==> config.mk <==
export PLATFORM = sky130hd
export DESIGN_NAME = sensor_scan_ctrl
export DESIGN_NICKNAME = d
export VERILOG_FILES = /design/src/rtl/sensor_scan_ctrl.sv
export SDC_FILE = /design/constraint.sdc
export NUM_CORES = 1
export LEC_CHECK = 0
export CORE_MARGIN = 5
export CORE_UTILIZATION = 57
export CTS_CLUSTER_SIZE = 20
export DETAILED_ROUTE_END_ITERATION = 7
export PLACE_DENSITY = 0.82
export SLEW_MARGIN = 10
export SYNTH_ARGS = -nofsm -noshare
export SYNTH_HDL_FRONTEND = slang
export SYNTH_SLANG_ARGS = --single-unit
==> constraint.sdc <==
create_clock -name clk -period 3.3 [get_ports clk]
set_input_delay 0.66 -clock clk [delete_from_list [all_inputs] [get_ports clk]]
set_output_delay 0.66 -clock clk [all_outputs]
set_load 0.02 [all_outputs]
==> src/rtl/sensor_scan_ctrl.sv <==
// Purpose: sequenced scan of four active-low sensor LEDs with a sampler request/ack handshake per channel.
// Latency: per-channel period is BLANK_CYC + max(settle,1) + req cycles + 1 (NEXT); frame_done pulses in NEXT.
// Backpressure: o_sample_req is held until i_sample_ack or timeout; the scan stalls on the sampler meanwhile.
module sensor_scan_ctrl #(
  parameter int CNT_W     = 16,
  parameter int BLANK_CYC = 2
) (
  input  logic             clk,
  input  logic             rst_n,
  input  logic             i_enable,
  input  logic [3:0]       i_ch_mask,
  input  logic [CNT_W-1:0] i_settle,
  input  logic [CNT_W-1:0] i_timeout,
  input  logic             i_sample_ack,
  input  logic             i_err_clr,
  output logic [3:0]       o_sensor_LED,
  output logic             o_sample_req,
  output logic [1:0]       o_ch,
  output logic             o_busy,
  output logic             o_frame_done,
  output logic [3:0]       o_err
);

  localparam logic [2:0] S_IDLE   = 3'd0;
  localparam logic [2:0] S_BLANK  = 3'd1;
  localparam logic [2:0] S_SETTLE = 3'd2;
  localparam logic [2:0] S_SAMPLE = 3'd3;
  localparam logic [2:0] S_NEXT   = 3'd4;

  localparam logic [CNT_W-1:0] BLANK_LAST = CNT_W'(BLANK_CYC - 1);

  logic [2:0]       state;
  logic [CNT_W-1:0] cnt;
  logic [CNT_W-1:0] settle_lat;
  logic [CNT_W-1:0] timeout_lat;
  logic [1:0]       ch;
  logic [3:0]       err;

  logic [CNT_W-1:0] settle_last;
  logic             timeout_hit;
  logic             pass_last;
  logic [3:0]       err_set;

  // Lowest set bit of the mask; callers only use it when the mask is non-zero.
  function automatic logic [1:0] first_set(input logic [3:0] m);
    logic [1:0] res;
    res = 2'd0;
    for (int i = 3; i >= 0; i--) begin
      if (m[i]) res = 2'(i);
    end
    return res;
  endfunction

  // Next set bit strictly after cur, wrapping; offset 4 lands back on cur (single-channel case).
  function automatic logic [1:0] next_set(input logic [3:0] m, input logic [1:0] cur);
    logic [1:0] res;
    logic [1:0] idx;
    res = cur;
    for (int i = 4; i >= 1; i--) begin
      idx = cur + 2'(i);
      if (m[idx]) res = idx;
    end
    return res;
  endfunction

  // A settle of 0 behaves as 1; timeout compare is disabled when the latched timeout is 0.
  assign settle_last = (settle_lat == '0) ? '0 : settle_lat - CNT_W'(1);
  assign timeout_hit = (timeout_lat != '0) && (cnt == timeout_lat - CNT_W'(1));
  // No enabled channel above the current one means this NEXT closes the pass (search wraps).
  assign pass_last   = ~|(i_ch_mask & (4'b1110 << ch));
  // Ack takes priority over a coincident timeout.
  assign err_set     = (state == S_SAMPLE && !i_sample_ack && timeout_hit) ? (4'b0001 << ch) : 4'b0000;

  // Scan state machine, shared phase counter and per-channel config latches.
  always_ff @(posedge clk) begin
    if (!rst_n) begin
      state       <= S_IDLE;
      cnt         <= '0;
      settle_lat  <= '0;
      timeout_lat <= '0;
      ch          <= 2'd0;
    end else begin
      case (state)
        S_IDLE: begin
          cnt <= '0;
          if (i_enable && (i_ch_mask != 4'b0000)) begin
            ch          <= first_set(i_ch_mask);
            settle_lat  <= i_settle;
            timeout_lat <= i_timeout;
            state       <= S_BLANK;
          end
        end
        S_BLANK: begin
          if (cnt == BLANK_LAST) begin
            cnt   <= '0;
            state <= S_SETTLE;
          end else begin
            cnt <= cnt + CNT_W'(1);
          end
        end
        S_SETTLE: begin
          if (cnt == settle_last) begin
            cnt   <= '0;
            state <= S_SAMPLE;
          end else begin
            cnt <= cnt + CNT_W'(1);
          end
        end
        S_SAMPLE: begin
          if (i_sample_ack || timeout_hit) begin
            cnt   <= '0;
            state <= S_NEXT;
          end else begin
            cnt <= cnt + CNT_W'(1);
          end
        end
        S_NEXT: begin
          cnt <= '0;
          if (!i_enable || (i_ch_mask == 4'b0000)) begin
            state <= S_IDLE;
          end else begin
            ch          <= next_set(i_ch_mask, ch);
            settle_lat  <= i_settle;
            timeout_lat <= i_timeout;
            state       <= S_BLANK;
          end
        end
        default: begin
          cnt   <= '0;
          state <= S_IDLE;
        end
      endcase
    end
  end

  // Sticky timeout flags; a timeout set in the same cycle as a clear survives.
  always_ff @(posedge clk) begin
    if (!rst_n) begin
      err <= 4'b0000;
    end else begin
      err <= (i_err_clr ? 4'b0000 : err) | err_set;
    end
  end

  // LED is driven only in SETTLE and SAMPLE, giving break-before-make through BLANK and NEXT.
  assign o_sensor_LED = (state == S_SETTLE || state == S_SAMPLE) ? ~(4'b0001 << ch) : 4'b1111;
  assign o_sample_req = (state == S_SAMPLE);
  assign o_ch         = ch;
  assign o_busy       = (state != S_IDLE);
  assign o_frame_done = (state == S_NEXT) && pass_last;
  assign o_err        = err;

endmodule

==> flow_metrics.tcl <==
set metrics [dict create \
    final_cell_mix "87 x nand2_1, 57 x dfxtp_1, 53 x clkdlybuf4s50_1" \
    place_area_um2 4870 \
    cap_viol_max_count 0 \
    slowest_delay_ns 0.55 \
    fin_skew_ns 0.0114 \
    grt_start_max_net_pins 32 \
    ys.flop_type "dfxtp_1" \
    hold_violations 0 \
    path_class "flip-flop to flip-flop" \
    multi_input_area_um2 2900 \
    synthCells 562 \
    slew_headroom 0.404 \
    max-vdd-ir-drop_v 0.000344 \
    p_per_area_nw_per_um2 716 \
    yosysSeqAreaShare 0.263 \
    n_fill_cell 591 \
    maxSlewViolCount 0 \
    p_leak_nw 1.78 \
    routabilityCongestion 1.01 \
    die_y_um 97.3 \
    syn_area_um2 4340 \
    cp_slowest_cell "or4_1" \
    core_area_um2 7330 \
    ant_nets 0 \
    antenna_found_initial 0 \
    status "complete, no violations" \
    drt_iter0_markers 397 \
    synthArstFlopShare 0 \
    yosys_warnings 0 \
    hold_buffers 0 \
    clock_path_buffers 2 \
    rsz0062_at_grt "false" \
    routed-via-count 4432 \
    clk_pin_slew_ns 0.07 \
    rows 31 \
    grt_pass1_wl_mm 20.8 \
    totalWireLength_mm 12.4 \
    critPathLaunchType "flip-flop" \
    clk_latency_ns 0.35 \
    fin_nets 640 \
    htree_levels 3 \
    final-setup-viol-count 0 \
    cts-root-buf "clkbuf_8" \
    cts_buffers 9 \
    drt_first_pass_iters 7 \
    synth_area_per_cell_um2 7.72 \
    port_buffers 53 \
    crit_required_ns 3.52 \
    synth.distinct_cells 76 \
    hold_class "flip-flop to flip-flop" \
    layout_commonest_cell "nand2_1" \
    seq_area_um2 1140 \
    cts_resized 0 \
    syn-num-nets 612 \
    cp_cell_sequence "inv_1 -> ha_1 -> or4b_1 -> or4_1 -> a22o_1 -> and4bb_1 -> a31oi_1 -> nor2_4 -> o32ai_1" \
    min_period_ns 3.16 \
    setup_tns_ns 0 \
    ios 54 \
    cp-end-kind "flip-flop" \
    power.total_mw 3.64 \
    grt_usage 0.262 \
    grt-ovfl-total 0 \
    timing.fmax_mhz 317 \
    ys_ff_latch 57 \
    grt_pass1_vias 4172 \
    clock-sinks 57 \
    areaGrowthSynthToFinish_pct 17.3 \
    worst_pin_slew_ns 0.886 \
    dp_hpwl_mm 8.95 \
    dieArea_um2 9460 \
    drive_gt1_frac 0.114 \
    routedWlPerCell_um 17.9 \
    critPathArrivalTime_ns 3.37 \
    avgViaCountPerCell 6.39 \
    start_util 0.592 \
    post-route-drc-count 0 \
    stdcell_area_um2 5090 \
    die_w_um 97.3 \
    cts_tree "built" \
    synth_edf_count 0 \
    cp_max_fo 17 \
    finalCritPeriodShare 0.957 \
    post_cts_buffers 0 \
    antennaDiodeCount 0 \
]
worst max-delay path, delay by kind of cell, from the launching register on:
| family | cells | cell delay (ns) |
|---|---|---|
| compound gates | 3 | 0.54 |
| flops | 1 | 0.39 |
| simple gates | 4 | 1.75 |
| fa+ha+maj | 1 | 0.25 |
| buf+inv | 1 | 0.10 |
per-stage QoR:
stage	hold WS, ns	setup WS (ns)	utilization	cells
final	0.511	0.144	0.694	694
after global routing	0.539	0.0435	0.694	694
after global placement	0.476	0.331	0.665	678
after detailed placement	0.502	0.234	0.665	678
after floorplan	0.461	0.410	-	562
after CTS	0.516	0.185	0.694	694
final cells by class:
cell class,count,share of cell area
inverters,15,0.0111
repair buffers,68,0.129
clock inverters,4,0.00983
clock buffers,12,0.0324
multi-input cells,439,0.569
flip-flops and latches,57,0.224
well taps,99,0.0243
report_power, final:
part,internal [mW],switching [mW],leakage [nW]
clock network,0.409,0.295,0.105
logic,0.837,1.10,1.21
registers,0.789,0.214,0.465
total,2.03,1.61,1.78
final timing paths:
| kind | startpoint | to | slack (ns) | cells past startpoint |
|---|---|---|---|---|
| setup / recovery | timeout_lat[0]$_SDFFE_PN0P_ | cnt[7]$_SDFF_PN0_ | 0.14 | 9 |
| hold / removal | timeout_lat[15]$_SDFFE_PN0P_ | timeout_lat[15]$_SDFFE_PN0P_ | 0.51 | 2 |
| setup reg to reg | timeout_lat[0]$_SDFFE_PN0P_ | cnt[7]$_SDFF_PN0_ | 0.14 | 9 |
| hold reg to reg | timeout_lat[15]$_SDFFE_PN0P_ | timeout_lat[15]$_SDFFE_PN0P_ | 0.51 | 2 |
Yosys cell counts, types with 3 or more instances:
cell,count,area (um2)
a211o_1,4,35.0
a211oi_1,5,37.5
a21boi_0,5,37.5
a21oi_1,43,215
a311oi_1,3,26.3
a31oi_1,8,50.1
a32oi_1,5,43.8
and3_1,9,56.3
and4_1,4,35.0
buf_2,4,20.0
buf_6,6,67.6
clkbuf_1,38,143
dfxtp_1,57,1140
ha_1,9,113
inv_1,15,56.3
mux2i_1,4,40.0
nand2_1,87,327
nand2b_1,9,56.3
nand3_1,12,60.1
nand4_1,12,75.1
nor2_1,23,86.3
nor2b_1,7,43.8
nor3_1,16,80.1
nor4_1,11,68.8
nor4_4,4,85.1
o21ai_0,10,50.1
o22ai_1,3,18.8
o22ai_2,3,37.5
o31ai_1,3,22.5
o32ai_1,14,123
or2_2,15,93.8
or3_1,9,56.3
or4_1,6,45.0
xnor2_1,31,272
xor2_1,15,131
cell families (layout without fill, tap and decap cells):
group,after synthesis,in the layout,share of synthesized area
multiplexers,5,5,0.0144
adder cells (fa/ha/maj),9,9,0.0259
AND/OR/NAND/NOR,248,248,0.322
XOR/XNOR,46,46,0.0928
AO/OA/AOI/OAI,131,131,0.212
buffers and inverters,66,99,0.0706
flip-flops,57,57,0.263
flip-flops by register name (all words and copies together) (netlist names):
name	count
cnt	16
settle_lat	16
o_err	4
o_ch	2
timeout_lat	16
state	3
metal layers:
metal	global-route usage	routed length, um	up-vias
li1	-	-	2105
met3	0.0704	1090	24
met2	0.420	5850	216
met5	0	0	-
met1	0.342	5230	2087
met4	0.0873	218	0
Note: power is estimated with default switching activity, not from simulation.
